--- config.mk ---
export PLATFORM = sky130hd
export DESIGN_NAME = pueo_scaler_counter
export DESIGN_NICKNAME = d
export VERILOG_FILES = /design/src/rtl/pueo_scaler_pkg.sv /design/src/rtl/pueo_scaler_chan.sv /design/src/rtl/pueo_scaler_counter.sv
export SDC_FILE = /design/constraint.sdc
export NUM_CORES = 2
export LEC_CHECK = 0
export BUFFER_PORTS_ARGS = -buffer_cell sky130_fd_sc_hd__buf_4
export CAP_MARGIN = 5
export CORE_MARGIN = 2
export CORE_UTILIZATION = 54
export DETAILED_ROUTE_END_ITERATION = 10
export PLACE_DENSITY = 0.7
export SKIP_LAST_GASP = 1
export SYNTH_ARGS = -nofsm -noshare
export SYNTH_HDL_FRONTEND = slang
export SYNTH_SLANG_ARGS = --single-unit
export TNS_END_PERCENT = 20
--- constraint.sdc ---
create_clock -name sysclk_i -period 3.1 [get_ports sysclk_i]
set_input_delay 0.155 -clock sysclk_i [delete_from_list [all_inputs] [get_ports sysclk_i]]
set_output_delay 0.155 -clock sysclk_i [all_outputs]
set_load 0.01 [all_outputs]
--- src/rtl/pueo_scaler_pkg.sv ---
// Shared defaults and the readout FSM state type for the PUEO trigger scaler.
package pueo_scaler_pkg;

  localparam int unsigned NCHAN_DEFAULT    = 32;
  localparam int unsigned CNT_BITS_DEFAULT = 16;

  typedef enum logic [0:0] {
    StIdle,
    StSend
  } scal_state_e;

endpackage

--- src/rtl/pueo_scaler_chan.sv ---
// One scaler channel: rising-edge detect, gate qualification and a saturating
// counter that clears (or restarts at 1) on the period pulse.
module pueo_scaler_chan #(
  parameter int unsigned CNT_BITS = 16
) (
  input  logic                sysclk_i,
  input  logic                rst_n_i,
  input  logic                trig_i,
  input  logic                gate_i,
  input  logic                gate_en_i,
  input  logic                pps_i,
  output logic [CNT_BITS-1:0] count_o
);

  logic                trig_q;
  logic                hit;
  logic [CNT_BITS-1:0] count_q, count_d;

  always_comb begin
    hit     = trig_i & ~trig_q & (~gate_en_i | gate_i);
    count_d = count_q;
    if (pps_i) begin
      count_d = CNT_BITS'(hit);
    end else if (hit && (count_q != '1)) begin
      count_d = count_q + 1'b1;
    end
  end

  always_ff @(posedge sysclk_i or negedge rst_n_i) begin
    if (!rst_n_i) begin
      trig_q  <= 1'b0;
      count_q <= '0;
    end else begin
      trig_q  <= trig_i;
      count_q <= count_d;
    end
  end

  assign count_o = count_q;

endmodule

--- src/rtl/pueo_scaler_counter.sv ---
// Per-channel trigger scalers with a per-period snapshot bank streamed out one
// channel per handshake; a period pulse arriving mid-readout is dropped and flagged.
module pueo_scaler_counter
  import pueo_scaler_pkg::*;
#(
  parameter int unsigned NCHAN    = NCHAN_DEFAULT,
  parameter int unsigned CNT_BITS = CNT_BITS_DEFAULT,
  localparam int unsigned ChanW   = $clog2(NCHAN)
) (
  input  logic                sysclk_i,
  input  logic                rst_n_i,
  input  logic [NCHAN-1:0]    trig_i,
  input  logic                gate_i,
  input  logic [NCHAN-1:0]    gate_en_i,
  input  logic                pps_i,
  output logic                scal_valid_o,
  input  logic                scal_ready_i,
  output logic [ChanW-1:0]    scal_chan_o,
  output logic [CNT_BITS-1:0] scal_data_o,
  output logic                scal_last_o,
  output logic                overrun_o,
  input  logic                overrun_clr_i
);

  localparam logic [ChanW-1:0] LastIdx = ChanW'(NCHAN - 1);

  logic [CNT_BITS-1:0] count  [NCHAN];
  logic [CNT_BITS-1:0] snap_q [NCHAN];
  scal_state_e         state_q;
  logic [ChanW-1:0]    idx_q;
  logic                overrun_q;
  logic                send;

  for (genvar g = 0; g < NCHAN; g++) begin : g_chan
    pueo_scaler_chan #(
      .CNT_BITS (CNT_BITS)
    ) u_chan (
      .sysclk_i  (sysclk_i),
      .rst_n_i   (rst_n_i),
      .trig_i    (trig_i[g]),
      .gate_i    (gate_i),
      .gate_en_i (gate_en_i[g]),
      .pps_i     (pps_i),
      .count_o   (count[g])
    );
  end

  always_ff @(posedge sysclk_i or negedge rst_n_i) begin
    if (!rst_n_i) begin
      state_q   <= StIdle;
      idx_q     <= '0;
      overrun_q <= 1'b0;
      for (int i = 0; i < NCHAN; i++) snap_q[i] <= '0;
    end else begin
      if (overrun_clr_i) overrun_q <= 1'b0;
      unique case (state_q)
        StIdle: begin
          // Counters present pre-clear values this cycle; edges in the pps cycle go to next period.
          if (pps_i) begin
            for (int i = 0; i < NCHAN; i++) snap_q[i] <= count[i];
            state_q <= StSend;
            idx_q   <= '0;
          end
        end
        StSend: begin
          if (pps_i) overrun_q <= 1'b1;
          if (scal_ready_i) begin
            if (idx_q == LastIdx) begin
              state_q <= StIdle;
              idx_q   <= '0;
            end else begin
              idx_q <= idx_q + 1'b1;
            end
          end
        end
        default: state_q <= StIdle;
      endcase
    end
  end

  always_comb begin
    send         = (state_q == StSend);
    scal_valid_o = send;
    scal_chan_o  = send ? idx_q : '0;
    scal_data_o  = send ? snap_q[idx_q] : '0;
    scal_last_o  = send && (idx_q == LastIdx);
    overrun_o    = overrun_q;
  end

endmodule

**Word-level counts from Yosys, hierarchy flattened**

Index checks and enable logic that the tools add are counted.

- Mux-type cells: 80
- Bitwise operators: 162
- Add/subtract/negate cells: 33
- Equal/unequal tests: 35
- $lt $le $gt $ge: 1
- Reduce and logical (&&, ||, !) cells: 67

Operators with widths:

| kind | number |
|---|---|
| two-way mux 16 bit | 67 |
| adder 16 x 1 -> 16 bit (second input constant) | 32 |
| != test 16 bit (second input constant) | 32 |
| binary-select mux 16 bit (select 5 bit) | 1 |
| NOT 1 bit | 65 |
| bitwise AND 1 bit | 64 |
| nonzero test 2 bit | 32 |
| logical AND 1 bit | 33 |
| bitwise OR 1 bit | 32 |
| two-way mux 5 bit | 4 |
| case mux 5 bit (2 select lines) | 1 |
| greater-or-equal comparator 6 bit (second input constant) | 1 |
| two-way mux 1 bit | 6 |
| NOT 5 -> 6 bit | 1 |
| adder 5 x 1 -> 5 bit (second input constant) | 1 |
| == test 5 bit (second input constant) | 1 |
| != test 2 bit (second input constant) | 2 |
| AND reduction 2 bit | 2 |
| case mux 1 bit (2 select lines) | 1 |

- Register bits after elaboration: 1,063
- Logic and storage cells: 477
- Output and inout port bits: 24

**Depth between registers and ports, before layout**

- Depth in word-level cells: 6
- Mapped depth: 10
- Gate-level depth less buffers: 8

**Cells and area by module**

A second synthesis with hierarchy kept.

- Cells, all modules: 4,926
- Area total of the unflattened synthesis: 54,872.6 µm²

By module, submodules not included:

| module | cells an instance | area an instance (µm²) | times used | sequential area each (µm²) |
|---|---|---|---|---|
| pueo_scaler_chan at g_chan[0].u_chan ... | 105 | 972.2 | 31 | 425.4 |
| pueo_scaler_counter | 1,566 | 23,721.5 | 1 | 12,987.5 |
| pueo_scaler_chan at g_chan[27].u_chan | 105 | 1,013.5 | 1 | 425.4 |

**Worst setup path before layout**

No wires, ideal clock.

- Path kind: register to output
- From: register idx_q[0]
- To: output port scal_data_o[10]
- Required time: 2,945 ps
- Slack: 1,088 ps
- Arrival time: 1,857 ps
- Cell stages (with the launch flop): 7
- Cells stage by stage: dfrtp_1 buf_4 buf_4 buf_2 mux4_2 a221oi_1 o22ai_1

- Word-level cells in the longest chain between the ends: 5

RTL lines:

| item | RTL line | RTL |
|---|---|---|
| from (decl) | pueo_scaler_counter.sv:30 | `logic [ChanW-1:0] idx_q;` |
| from (signal assigned) | pueo_scaler_counter.sv:72 | `idx_q <= idx_q + 1'b1;` |
| NOT 5 -> 6 bit (implied by the code) | pueo_scaler_counter.sv:85 | `scal_data_o = send ? snap_q[idx_q] : '0;` |
| binary-select mux 16 bit (select 5 bit) | pueo_scaler_counter.sv:85 |  |
| two-way mux 16 bit (implied by the code) (2 in a row) | pueo_scaler_counter.sv:85 |  |
| two-way mux 16 bit | pueo_scaler_counter.sv:85 |  |
| to (decl) | pueo_scaler_counter.sv:19 | `output logic [CNT_BITS-1:0] scal_data_o,` |

No other way between the ends. The select of a mux whose other input is x is not followed.

**Worst setup path after layout**

- From: register idx_q[0]
- To: output port scal_data_o[4]

The elaborated chain is that of the path after synthesis.

==> metrics.md <==
| Metric | Value |
|---|---|
| Mean area per synthesized cell | `11.4 µm²` |
| Final setup viols | `12` |
| WS Path Type | `flop to output port` |
| VDD IR max | `0.427 mV` |
| WP data arrival | `3020 ps` |
| Worst hold path class | `primary input to flop` |
| Top-area cell type share of the netlist area | `50.9%` |
| Port bufs | `93` |
| Req. time, crit path | `2940 ps` |
| Max incr delay on CP | `520 ps` |
| Final wirelength | `141 mm` |
| Final hold vios | `0` |
| Placed cells | `5,770` |
| Pre-antenna DRT Iters | `5` |
| Routed vias | `38,100` |
| Clock Skews | `26.1 ps` |
| Area contributors post-synth | `dfrtp_1 (51%), mux2_2 (10%), xor2_1 (3.4%)` |
| Fin crit share | `102%` |
| H-tree levels | `3` |
| Vias in the first global route | `36,000` |
| Failing checks | `negative setup slack` |
| First DRT Iteration DRCs | `3,763` |
| Non-Filler Instances | `6,058` |
| Share of the yosys chip area belonging to registers | `50.9%` |
| Max transition margin | `31.0%` |
| Synthesis Warnings | `0` |
| Worst-path fanout max | `10` |
| Critical-path top delay cell | `dfrtp_4` |
| Die width | `315 µm` |
| # nets final | `4,796` |
| Total Power | `34,200 µW` |
| Clk buf depth | `3` |
| Mapped Area | `52,200 µm²` |
| Worst-Skew Late Latency | `720 ps` |
| Global placement routability congestion | `0.929` |
| Syn nets | `4,673` |
| Drc violations | `0` |
| Final Worst Setup Slack | `-76.5 ps` |
| CP top delay family | `compound AO/OA/AOI/OAI gates` |
| Most common cell after layout, fill and taps aside | `dfrtp_1` |
| Clk slew on worst S/H paths | `60 ps` |
| Buf+Inv Stages, Crit Path | `4` |
| Post-route ant nets | `0` |
| Layout fillers | `7,510` |
| Worst-path cell chain | `buf_12 -> buf_4 -> buf_16 -> mux2i_1 -> a221oi_2 -> o21ai_0 -> a21oi_1 -> o21a_2 -> buf_6` |
| CTS Buf Count | `113` |
| Gr ovfl total | `0` |
| CTS root buf | `clkbuf_16` |
| Mean routed wirelength per cell | `23.2 µm` |
| Die H | `315 µm` |
| Fin crit period | `3180 ps` |
| Top_reg_cell synth | `dfrtp_1` |
| Largest net degree at the start of global routing | `180` |
| Peak Freq | `315 MHz` |
| Rows | `114` |
| Most frequent cells in the layout | `dfrtp_1 (1,061), mux2_2 (483), nor2_1 (451)` |
| Synth cell types | `83` |
| Initial Util | `54.2%` |
| Cell taking the most area after synthesis | `dfrtp_1` |
| # IOs | `94` |
| Core ar. | `96,300 µm²` |
| CTS tree | `yes` |
| DP HPWL | `97.5 mm` |
| Die area | `99,200 µm²` |
| Type of destination of the critical path | `output port` |
| Tightest Pin Transition | `1030 ps` |
| Max-slew violations | `0` |
| Max-Cap Viols | `0` |
| Leakage dissipation | `0.0265 µW` |
| Global-route wire length before repair | `219 mm` |
| CP Launch Type | `flop` |
| RSZ-0062 raised after global routing | `yes` |
| Layout area overhead | `15.3%` |
| Number of synthesized flops with an enable pin | `0` |
| Post-Synthesis Cells | `4,569` |
| Share of cells above drive strength 1 | `23.0%` |
| Outcome | `finished, violations left` |
| Fraction of registers with async set/reset | `100%` |
| Synth Register Bits | `1,063` |
| Via density | `6.28` |
| Design area | `60,200 µm²` |
| Post-DP Area | `54,300 µm²` |
| Tot GR Track Use | `28.5%` |
| Power Density | `568 nW/µm²` |
| Initial antenna violation count | `1` |
| Clock sinks | `1,063` |
==> synth_stat cells, drive strengths merged (46+ instances only) <==
| master | count |
|---|---|
| mux2 | 483 |
| xnor2 | 151 |
| nand2 | 196 |
| o21ai | 125 |
| nand4 | 129 |
| nor4 | 68 |
| o2111ai | 51 |
| mux4 | 64 |
| nand3 | 160 |
| nor2 | 451 |
| and3 | 101 |
| buf | 90 |
| dfrtp | 1063 |
| a21oi | 105 |
| inv | 56 |
| and4 | 47 |
| a221oi | 84 |
| clkbuf | 143 |
| nor3 | 88 |
| xor2 | 204 |
| nor2b | 46 |
| mux2i | 157 |
| o211ai | 57 |
==> sequential cells by signal, indices dropped and copies added, names as in the netlist <==
register and cells:
g_chan.u_chan.count_o 512, g_chan.u_chan.trig_q 32, idx_q 5, overrun_o 1, scal_valid_o 1, snap_q 512
==> kinds of logic after synthesis <==
family	after synthesis	synth area share (%)
compound gates	633	8.67
xor+xnor	355	5.95
fa+ha+maj	34	0.815
buf+inv	290	2.40
flops	1063	50.9
mux	704	16.2
simple gates	1490	15.0
==> repair_timing <==
item	in CTS	in global routing
endpoints found under the hold margin	176	0
pin swaps	41	18
setup buffers	22	6
resized for setup	146	34
endpoints found under the setup margin	16	16
gates cloned	13	0
hold buffers	44	0
==> path summary, 6_finish.rpt <==
check,slack (ps),depth (start not counted),startpoint,endpoint
worst max register to register,800,9,idx_q[1],idx_q[3]
min in group asynchronous,90,2,rst_n_i,snap_q[413]
worst min register to register,480,2,snap_q[167],snap_q[167]
worst max-delay path,-80,9,idx_q[0],scal_data_o[4]
worst min-delay path,20,5,gate_en_i[1],g_chan[1].u_chan.count_o[0]
max in group asynchronous,1940,4,rst_n_i,snap_q[278]
==> layer usage <==
layer	GRT usage (%)	part of all wire, %
met5	0	0
met4	8.79	3.0
met3	6.28	8.8
met2	40.6	43
met1	43.4	45
==> stage by stage <==
step                      hold slack, ps  setup TNS (ps)  util, %  setup WS [ps]
after detailed placement             238               0     56.4            202
after global placement               236               0     56.4            202
after global routing                61.8           -1260     62.5           -105
after floorplan                     -141               0        -           1090
after CTS                           2.95            -730     62.3          -62.2
final                               24.1            -433     62.5          -76.5
==> final cells by class <==
class,count,area (µm²),area share (%)
flip-flops and latches,1063,26600,44.2
multi-input cells,3217,25300,42.1
clock buffers,162,3210,5.34
repair buffers,240,2650,4.41
well taps,1276,1600,2.65
clock inverters,42,567,0.942
inverters,57,214,0.356
diodes,1,2.50,0.00416
==> where the power goes <==
group | internal, µW | total, µW | switching, µW
logic | 2520 | 5990 | 3470
registers | 14100 | 14400 | 324
clock network | 8050 | 13800 | 5730
==> worst register-to-register path, stage by stage, from the launching register on <==
cell	delay (ps)
dfrtp_1	460
buf_4	320
ha_1	290
and3_1	190
ha_1	210
nor2b_1	260
nand2_1	110
a21oi_1	130
o21ai_0	120
o21ai_0	120
No activity file was read; power rests on OpenSTA's default activity.
